==> src/rtl/register_file_if.sv <==
`default_nettype none
// ============================================================================
// Module   : register_file_if
// Purpose  : Bundles the execute-stage register bus and the debug access port
//            of the AAP register file.
// Modports : master - execute stage / debugger side (drives addresses, data,
//                     strobes, stop and debug requests)
//            slave  - register file side (returns read data, carry, debug
//                     acknowledge and debug read data)
// Revision : 1.0 - initial release
// ============================================================================
interface register_file_if #(
  parameter int WIDTH = 16,
  parameter int AW    = 6
);
  // Pipeline read ports
  logic [AW-1:0]    reg_rd1, reg_rd2, reg_rd3;
  logic [WIDTH-1:0] reg_rd1_out, reg_rd2_out, reg_rd3_out;
  // Pipeline write ports
  logic [AW-1:0]    reg_wr1, reg_wr2;
  logic [WIDTH-1:0] reg_wr1_data, reg_wr2_data;
  logic             reg_wr1_enable, reg_wr2_enable;
  // Carry flag
  logic             carrybit;
  logic             carrybit_wr;
  logic             carrybit_wr_enable;
  // Debug access port
  logic             stop;
  logic             dbg_req;
  logic             dbg_we;
  logic [6:0]       dbg_addr;
  logic [WIDTH-1:0] dbg_wdata;
  logic             dbg_ack;
  logic [WIDTH-1:0] dbg_rdata;

  modport master (
    output reg_rd1, reg_rd2, reg_rd3,
    input  reg_rd1_out, reg_rd2_out, reg_rd3_out,
    output reg_wr1, reg_wr2, reg_wr1_data, reg_wr2_data,
    output reg_wr1_enable, reg_wr2_enable,
    input  carrybit,
    output carrybit_wr, carrybit_wr_enable,
    output stop, dbg_req, dbg_we, dbg_addr, dbg_wdata,
    input  dbg_ack, dbg_rdata
  );

  modport slave (
    input  reg_rd1, reg_rd2, reg_rd3,
    output reg_rd1_out, reg_rd2_out, reg_rd3_out,
    input  reg_wr1, reg_wr2, reg_wr1_data, reg_wr2_data,
    input  reg_wr1_enable, reg_wr2_enable,
    output carrybit,
    input  carrybit_wr, carrybit_wr_enable,
    input  stop, dbg_req, dbg_we, dbg_addr, dbg_wdata,
    output dbg_ack, dbg_rdata
  );
endinterface
`default_nettype wire

==> src/rtl/register_file.sv <==
`default_nettype none
// ============================================================================
// Module   : register_file
// Purpose  : AAP architectural register file: NREGS x WIDTH general registers
//            plus carry flag, three combinational read ports, two write ports
//            and a four-phase debug access port usable while the core is
//            halted.
// Ports    : clock - rising-edge clock
//            reset - asynchronous active-low reset
//            bus   - register_file_if.slave (pipeline + debug signals)
// Revision : 1.0 - initial release
// ============================================================================
module register_file #(
  parameter int NREGS = 64,
  parameter int WIDTH = 16
) (
  input  wire logic      clock,
  input  wire logic      reset,
  register_file_if.slave bus
);

  localparam int         AW            = $clog2(NREGS);
  // Debug address of the carry flag sits just past the last register.
  localparam logic [6:0] c_carry_addr  = 7'(NREGS);

  typedef enum logic [1:0] {
    ST_IDLE   = 2'd0,
    ST_ACCESS = 2'd1,
    ST_ACK    = 2'd2
  } state_t;

  state_t           state_q, state_d;
  logic [WIDTH-1:0] regs_q [NREGS];
  logic             carry_q;
  logic             dbg_we_q;
  logic [6:0]       dbg_addr_q;
  logic [WIDTH-1:0] dbg_wdata_q;
  logic             dbg_ack_q;
  logic [WIDTH-1:0] dbg_rdata_q;

  logic             w_dbg_in_range;
  logic             w_dbg_is_carry;
  logic             w_dbg_access;
  logic             w_dbg_wr_reg;
  logic             w_dbg_wr_carry;
  logic [WIDTH-1:0] w_dbg_rd_value;

  // --------------------------------------------------------------------------
  // Combinational read ports, no bypass of same-cycle writes
  // --------------------------------------------------------------------------
  assign bus.reg_rd1_out = regs_q[bus.reg_rd1];
  assign bus.reg_rd2_out = regs_q[bus.reg_rd2];
  assign bus.reg_rd3_out = regs_q[bus.reg_rd3];
  assign bus.carrybit    = carry_q;
  assign bus.dbg_ack     = dbg_ack_q;
  assign bus.dbg_rdata   = dbg_rdata_q;

  // --------------------------------------------------------------------------
  // Debug FSM
  // --------------------------------------------------------------------------
  always_ff @(posedge clock or negedge reset) begin
    if (!reset) state_q <= ST_IDLE;
    else        state_q <= state_d;
  end

  always_comb begin
    state_d = state_q;
    case (state_q)
      ST_IDLE:   if (bus.dbg_req && bus.stop) state_d = ST_ACCESS;
      ST_ACCESS: state_d = ST_ACK;
      ST_ACK:    if (!bus.dbg_req) state_d = ST_IDLE;
      default:   state_d = ST_IDLE;
    endcase
  end

  assign w_dbg_in_range = (dbg_addr_q < c_carry_addr);
  assign w_dbg_is_carry = (dbg_addr_q == c_carry_addr);
  assign w_dbg_access   = (state_q == ST_ACCESS);
  assign w_dbg_wr_reg   = w_dbg_access && dbg_we_q && w_dbg_in_range;
  assign w_dbg_wr_carry = w_dbg_access && dbg_we_q && w_dbg_is_carry;

  always_comb begin
    w_dbg_rd_value = '0;
    if (w_dbg_in_range)      w_dbg_rd_value = regs_q[dbg_addr_q[AW-1:0]];
    else if (w_dbg_is_carry) w_dbg_rd_value = {{(WIDTH-1){1'b0}}, carry_q};
  end

  // Request fields are captured once on entry so the requester may change
  // them freely after dbg_req is seen.
  always_ff @(posedge clock or negedge reset) begin
    if (!reset) begin
      dbg_we_q    <= 1'b0;
      dbg_addr_q  <= '0;
      dbg_wdata_q <= '0;
      dbg_ack_q   <= 1'b0;
      dbg_rdata_q <= '0;
    end else begin
      if (state_q == ST_IDLE && bus.dbg_req && bus.stop) begin
        dbg_we_q    <= bus.dbg_we;
        dbg_addr_q  <= bus.dbg_addr;
        dbg_wdata_q <= bus.dbg_wdata;
      end
      if (w_dbg_access && !dbg_we_q) dbg_rdata_q <= w_dbg_rd_value;
      dbg_ack_q <= (state_d == ST_ACK);
    end
  end

  // --------------------------------------------------------------------------
  // Register array and carry. Statements are ordered lowest priority first so
  // the later non-blocking assignment wins: debug < wr2 < wr1.
  // --------------------------------------------------------------------------
  always_ff @(posedge clock or negedge reset) begin
    if (!reset) begin
      for (int i = 0; i < NREGS; i++) regs_q[i] <= '0;
    end else begin
      if (w_dbg_wr_reg)       regs_q[dbg_addr_q[AW-1:0]] <= dbg_wdata_q;
      if (bus.reg_wr2_enable) regs_q[bus.reg_wr2] <= bus.reg_wr2_data;
      if (bus.reg_wr1_enable) regs_q[bus.reg_wr1] <= bus.reg_wr1_data;
    end
  end

  always_ff @(posedge clock or negedge reset) begin
    if (!reset) begin
      carry_q <= 1'b0;
    end else begin
      if (w_dbg_wr_carry)         carry_q <= dbg_wdata_q[0];
      if (bus.carrybit_wr_enable) carry_q <= bus.carrybit_wr;
    end
  end

endmodule
`default_nettype wire

==> src/flat_wrapper.sv <==
// flat-port wrapper written by rule: the top's interface ports become plain ports
module register_file_flat 
#(
  parameter int NREGS = 64,
  parameter int WIDTH = 16
)
  (clock, reset, bus_reg_rd1, bus_reg_rd2, bus_reg_rd3, bus_reg_rd1_out, bus_reg_rd2_out, bus_reg_rd3_out, bus_reg_wr1, bus_reg_wr2, bus_reg_wr1_data, bus_reg_wr2_data, bus_reg_wr1_enable, bus_reg_wr2_enable, bus_carrybit, bus_carrybit_wr, bus_carrybit_wr_enable, bus_stop, bus_dbg_req, bus_dbg_we, bus_dbg_addr, bus_dbg_wdata, bus_dbg_ack, bus_dbg_rdata);
  register_file_if #(.WIDTH(WIDTH), .AW(6)) bus_i ();
  input  wire logic clock;
  input  wire logic reset;
  input wire logic [$bits(bus_i.reg_rd1)-1:0] bus_reg_rd1;
  input wire logic [$bits(bus_i.reg_rd2)-1:0] bus_reg_rd2;
  input wire logic [$bits(bus_i.reg_rd3)-1:0] bus_reg_rd3;
  output wire logic [$bits(bus_i.reg_rd1_out)-1:0] bus_reg_rd1_out;
  output wire logic [$bits(bus_i.reg_rd2_out)-1:0] bus_reg_rd2_out;
  output wire logic [$bits(bus_i.reg_rd3_out)-1:0] bus_reg_rd3_out;
  input wire logic [$bits(bus_i.reg_wr1)-1:0] bus_reg_wr1;
  input wire logic [$bits(bus_i.reg_wr2)-1:0] bus_reg_wr2;
  input wire logic [$bits(bus_i.reg_wr1_data)-1:0] bus_reg_wr1_data;
  input wire logic [$bits(bus_i.reg_wr2_data)-1:0] bus_reg_wr2_data;
  input wire logic [$bits(bus_i.reg_wr1_enable)-1:0] bus_reg_wr1_enable;
  input wire logic [$bits(bus_i.reg_wr2_enable)-1:0] bus_reg_wr2_enable;
  output wire logic [$bits(bus_i.carrybit)-1:0] bus_carrybit;
  input wire logic [$bits(bus_i.carrybit_wr)-1:0] bus_carrybit_wr;
  input wire logic [$bits(bus_i.carrybit_wr_enable)-1:0] bus_carrybit_wr_enable;
  input wire logic [$bits(bus_i.stop)-1:0] bus_stop;
  input wire logic [$bits(bus_i.dbg_req)-1:0] bus_dbg_req;
  input wire logic [$bits(bus_i.dbg_we)-1:0] bus_dbg_we;
  input wire logic [$bits(bus_i.dbg_addr)-1:0] bus_dbg_addr;
  input wire logic [$bits(bus_i.dbg_wdata)-1:0] bus_dbg_wdata;
  output wire logic [$bits(bus_i.dbg_ack)-1:0] bus_dbg_ack;
  output wire logic [$bits(bus_i.dbg_rdata)-1:0] bus_dbg_rdata;
  assign bus_i.reg_rd1 = bus_reg_rd1;
  assign bus_i.reg_rd2 = bus_reg_rd2;
  assign bus_i.reg_rd3 = bus_reg_rd3;
  assign bus_reg_rd1_out = bus_i.reg_rd1_out;
  assign bus_reg_rd2_out = bus_i.reg_rd2_out;
  assign bus_reg_rd3_out = bus_i.reg_rd3_out;
  assign bus_i.reg_wr1 = bus_reg_wr1;
  assign bus_i.reg_wr2 = bus_reg_wr2;
  assign bus_i.reg_wr1_data = bus_reg_wr1_data;
  assign bus_i.reg_wr2_data = bus_reg_wr2_data;
  assign bus_i.reg_wr1_enable = bus_reg_wr1_enable;
  assign bus_i.reg_wr2_enable = bus_reg_wr2_enable;
  assign bus_carrybit = bus_i.carrybit;
  assign bus_i.carrybit_wr = bus_carrybit_wr;
  assign bus_i.carrybit_wr_enable = bus_carrybit_wr_enable;
  assign bus_i.stop = bus_stop;
  assign bus_i.dbg_req = bus_dbg_req;
  assign bus_i.dbg_we = bus_dbg_we;
  assign bus_i.dbg_addr = bus_dbg_addr;
  assign bus_i.dbg_wdata = bus_dbg_wdata;
  assign bus_dbg_ack = bus_i.dbg_ack;
  assign bus_dbg_rdata = bus_i.dbg_rdata;
  register_file #(.NREGS(NREGS), .WIDTH(WIDTH)) u_core (.clock(clock), .reset(reset), .bus(bus_i));
endmodule
==> config.mk <==
export PLATFORM = sky130hd
export DESIGN_NAME = register_file_flat
export DESIGN_NICKNAME = d
export VERILOG_FILES = /design/src/rtl/register_file_if.sv /design/src/rtl/register_file.sv /design/src/flat_wrapper.sv
export SDC_FILE = /design/constraint.sdc
export NUM_CORES = 2
export LEC_CHECK = 0
export ABC_CLOCK_PERIOD_IN_PS = 7750
export CAP_MARGIN = 10
export CORE_MARGIN = 3
export CORE_UTILIZATION = 45
export DETAILED_ROUTE_END_ITERATION = 16
export SYNTH_ARGS = -nofsm -noshare
export SYNTH_HDL_FRONTEND = slang
export SYNTH_SLANG_ARGS = --single-unit
export TNS_END_PERCENT = 20
==> constraint.sdc <==
create_clock -name clock -period 7.75 [get_ports clock]
set_clock_uncertainty 0.1 [all_clocks]
set_input_delay 1.55 -clock clock [delete_from_list [all_inputs] [get_ports clock]]
set_output_delay 1.55 -clock clock [all_outputs]
set_load 0.005 [all_outputs]
# After elaboration in Yosys (flattened, before gate mapping)
# Cells that the tools add are included.
[word_totals]
input_bits = 94
wordCells = 135
output_inout_bits = 66
reg_bits = 1068
[classes]
reduce_logical = 13
eq_ne = 4
mux = 31
n_lt_le_gt_ge = 10
n_bitwise = 6
[op_table]
columns = ["cell", "n"]
rows = [
  ["1024-bit bitwise mux", 3],
  ["1024-bit two-way mux", 3],
  ["16-bit binary-select mux with 6-bit select", 4],
  ["16-bit demux with 6-bit select", 3],
  ["16-bit two-way mux", 12],
  ["7-bit greater-or-equal comparator, second input constant", 6],
  ["6-bit inverter with 7-bit output", 6],
  ["7-bit by 1-bit < comparator with 1-bit output, second input constant", 3],
  ["1-bit logical AND", 10],
  ["7-bit equality test, second input constant", 1],
  ["7-bit < comparator, second input constant", 1],
  ["2-bit one-hot mux with 3 select lines", 1],
  ["2-bit equality test, second input constant", 2],
  ["2-bit two-way mux", 2],
  ["1-bit two-way mux", 3],
  ["2-bit by 1-bit equality test with 1-bit output, second input constant", 1],
  ["2-bit zero test", 1],
  ["2-bit nonzero test", 1],
  ["1-bit zero test", 1],
]

# Logic depth before layout (Yosys ltp)
[depth]
ltp_word = 11
ltp_mapped = 10
mapped_depth_nobuf = 5

# Worst setup path after synthesis
# Ideal clock, no wire load.
[synth_path]
kind = "input port to output port"
startpoint = "in bus_reg_rd2[0]"
endpoint = "out bus_reg_rd2_out[1]"
n_path_buf = 2
slack_ps = 2626
path_stages = 6
arrival_time_ps = 3474
required_time_ps = 6100
path_cell_list = "buf_2 clkbuf_1 mux4_2 mux4_2 a22oi_1 o21ai_0"
[synth_via]
elab_chain_len = 4
[synth_rtl]
columns = ["item", "line", "rtl"]
rows = [
  ["start, declared", "flat_wrapper.sv:12", "input wire logic [$bits(bus_i.reg_rd2)-1:0] bus_reg_rd2;"],
  ["6-bit inverter with 7-bit output (implied by the code)", "register_file.sv:52", "assign bus.reg_rd2_out = regs_q[bus.reg_rd2];"],
  ["16-bit binary-select mux with 6-bit select", "register_file.sv:52", ""],
  ["16-bit two-way mux (implied by the code) (2 in series)", "register_file.sv:52", ""],
  ["end, declared", "flat_wrapper.sv:15", "output wire logic [$bits(bus_i.reg_rd2_out)-1:0] bus_reg_rd2_out;"],
]
# No other way between the ends. The select of a mux whose other input is x is not followed.

# Final worst setup path
[layout_path]
startpoint = "in bus_reg_rd3[0]"
endpoint = "out bus_reg_rd3_out[7]"
[layout_via]
elab_chain_len = 4
[layout_rtl]
columns = ["item", "line", "rtl"]
rows = [
  ["start, declared", "flat_wrapper.sv:13", "input wire logic [$bits(bus_i.reg_rd3)-1:0] bus_reg_rd3;"],
  ["6-bit inverter with 7-bit output (implied by the code)", "register_file.sv:53", "assign bus.reg_rd3_out = regs_q[bus.reg_rd3];"],
  ["16-bit binary-select mux with 6-bit select", "register_file.sv:53", ""],
  ["16-bit two-way mux (implied by the code) (2 in series)", "register_file.sv:53", ""],
  ["end, declared", "flat_wrapper.sv:16", "output wire logic [$bits(bus_i.reg_rd3_out)-1:0] bus_reg_rd3_out;"],
]
# No other way between the ends. The select of a mux whose other input is x is not followed.

==> results by group <==
Clocking
  – Max clock buf depth: 3
  – Post-CTS Resized: 0
  – H-tree Lvls: 4
  – Cts hold-fix bufs: 0
  – Setup repair bufs after CTS: 0
  – Clock transition at the registers of the reported paths: 60 ps
  – Clock root buffer master: clkbuf_16
  – Worst skew pair latency: 860 ps
  – CTS tree: built
  – Total CTS buffers: 141
  – Clk sinks: 1,068

Global routing
  – Aggregate global-route resource usage: 48.4%
  – Grt total ovfl: 0
  – Initial antenna violation count: 85
  – Vias in the first global route: 81,100
  – Largest net degree at the start of global routing: 162
  – First-pass GRT wire length: 726 mm

Worst setup path
  – Worst Setup End Kind: output port
  – Data arrival at the endpoint of the critical path: 5450 ps
  – Critical path origin: bus_reg_rd3[0]
  – Setup CP Type: primary input to output port
  – RR Startpoint: u_core.dbg_addr_q[2]
  – CP startpoint kind: primary input
  – Worst Path Required: 6100 ps
  – CP max FO: 34

Detailed routing
  – DRC viols: 0
  – First-pass DRT Iterations: 9
  – Routed via count: 88,000
  – DR vias/cell: 7.86
  – Drt wl/cell: 47.9 um
  – Routed WL: 537 mm
  – Number of DRC markers in iteration 0: between 15,000 and 20,000
  – Antenna Violating Nets Remaining: 0

Cells and area
  – Multi-input gate area: 64,200 um2
  – Reg area: approximately 27,000 um2
  – Fillcell total: ~19,000
  – Fin nets: 8,307
  – P&R area growth vs syn: 9.38%
  – Fraction of layout cells with a size suffix above 1: 32.8%

Placement
  – GPL Wtd Cong: about 1.1
  – Detailed placement HPWL: 369 mm
  – IO buf count: around 160

Timing
  – Slew @ Worst Pin: between 1000 and 1500 ps
  – Post-route clock period utilization: about 92%
  – Min Clock Period, post-route: 7100 ps
  – Final setup fails: 0
  – RSZ-0062 raised after global routing: no
  – Slew headroom: 0.629%
  – Final Hold Vio Count: 0
  – Setup TNS: 0 ps
  – Slew Limit Fails: 0
  – Fmax: between 100 and 150 MHz

Die
  – Core area: about 210,000 um2
  – Initial Utilization: 45.4%
  – Die ar.: 218,000 um2
  – Die H: 467 um
  – I/O pins: 160
  – Die width: 467 um
  – Std cell rows: roughly 170

Yosys
  – Synth Cell Area: 95,600 um2
  – EDFF count, synth: 0
  – Register area share after synthesis: 28.0%
  – Syn nets: 8,732
  – Synthesized area per cell: 11.1 um2
  – FFs w/ async S/R, synth: 100%
  – YS warnings: 0
  – Synth Instances: 8,638
  – Share of the synthesized area in the top cell type: 28.0%
  – Synth area leaders: dfrtp_1, mux4_2, mux2i_1, mux2_2, o21ai_0
  – Main synth FF type: dfrtp_1
  – Unique masters post-synth: 76
  – Flops & latches, synth: 1,068
  – Synth area leader: dfrtp_1

Flow run
  – Max-cap violations: 1

Power
  – Maximum VDD drop: around 0.28 mV
  – PwrDens: ~310 nW/um2
  – Leakage: 42.3 nW
  – Pwr Total: 32.5 mW

Outcome
  – Run status: finished with violations
  – Failing checks: capacitance limit

Min path
  – Hold path startpoint: u_core.bus.dbg_rdata[0]
  – HP Class: register to register
==> Yosys cell counts, drive strengths merged (4+ instances only) <==
cell and number:
nand2b 21, nor4b 4, nand4b 6, nand4bb 4, or2 10, dfrtp 1068, mux2 751, o21ai 725
buf 394, o221ai 15, a21o 386, or3 5, and3b 8, or3b 9, nand3 45, a211oi 393
o211ai 9, o2111ai 11, nor3b 11, a21oi 64, o221a 9, nor3 21, mux2i 1185, nand4 24
nor2 493, nor2b 14, a31oi 20, a22oi 81, clkbuf 741, a2111oi 7, and2 5, inv 4
mux4 1081, nand3b 11, nand2 850, o22ai 33, a221oi 52, o31ai 26, and3 6, and4bb 4
nor4 7
==> cells in the final DEF (no fill, tap or decap), types with 64 or more instances in the layout <==
cell type        synthesis  final
nor2_1                 491    432
nand2_1                849    844
a211oi_1               393    393
o21ai_0                651    644
buf_4                   54    378
dfrtp_1               1068   1046
o21ai_1                 74     79
clkdlybuf4s50_1          0    106
clkbuf_16                0    144
mux4_2                1081   1081
mux2_2                 750    750
mux2i_1               1185   1185
a21o_1                 386    386
a22oi_1                 81     81
a21oi_1                 64     64
==> power by group <==
part,switching (mW),internal [mW],leakage [nW]
combinational,7.82,6.51,28.2
clock,2.99,4.29,2.42
sequential,3.67,7.22,11.7
==> layer usage <==
| metal | up-vias | global-route usage (%) | wire length (um) |
|---|---|---|---|
| li1 | 32500 | - | - |
| met1 | 45100 | 60.3 | 188000 |
| met2 | 8426 | 65.5 | 214000 |
| met3 | 1923 | 23.5 | 86800 |
| met4 | 48 | 32.9 | 47500 |
| met5 | - | 2.42 | 890 |
==> worst max-delay path, cell delays in order <==
cell and delay (ps):
buf_8 410, buf_4 330, mux4_2 520, mux2i_1 840, nand3_1 440, o21ai_0 180, buf_4 160, o21ai_1 360
clkdlybuf4s50_1 590
==> final cells by class <==
type	instances	area share, %
Tap cell	2805	3.36
Inverter	5	0.0204
Clock buffer	202	3.91
Multi-Input combinational cell	6430	61.4
Antenna cell	63	0.151
Timing Repair Buffer	567	4.73
Sequential cell	1068	25.6
Clock inverter	54	0.821
==> path summary, 6_finish.rpt <==
kind | to | slack [ps] | depth (start not counted)
worst max-delay path | bus_reg_rd3_out[7] | 650 | 9
worst min-delay path | u_core.bus.dbg_rdata[0] | 490 | 3
worst max register to register | u_core.bus.dbg_rdata[1] | 2890 | 7
worst min register to register | u_core.bus.dbg_rdata[0] | 490 | 3
max in group asynchronous | u_core.regs_q[962] | 5150 | 3
min in group asynchronous | u_core.regs_q[416] | 700 | 1
==> flip-flops by register name, summed over array words and instances (netlist names) <==
register              count
u_core.dbg_wdata_q       16
u_core.state_q            2
u_core.dbg_addr_q         7
u_core.bus.dbg_rdata     16
u_core.regs_q          1024
u_core.dbg_we_q           1
u_core.bus.dbg_ack        1
u_core.bus.carrybit       1
==> metrics by stage <==
stage | util (%) | cells | hold WS, ps | setup WS [ps] | area, um2
finish | 49.7 | 11200 | 487 | 651 | 105000
global route | 49.6 | 11100 | 508 | 679 | 104000
CTS | 49.6 | 11100 | 483 | 848 | 104000
detailed placement | 47.2 | 10900 | 473 | 855 | 99300
global placement | 47.2 | 10900 | 457 | 843 | 99300
floorplan | - | 8638 | 447 | 2630 | 95600
==> logic make-up after synthesis <==
group / Yosys count / synth area share [%]
mux: 3017 / 46.7
compound gates: 1849 / 12.6
simple gates: 1564 / 7.50
buf+inv: 1140 / 5.23
flops: 1068 / 28.0
Note: power is estimated with default switching activity, not from simulation.
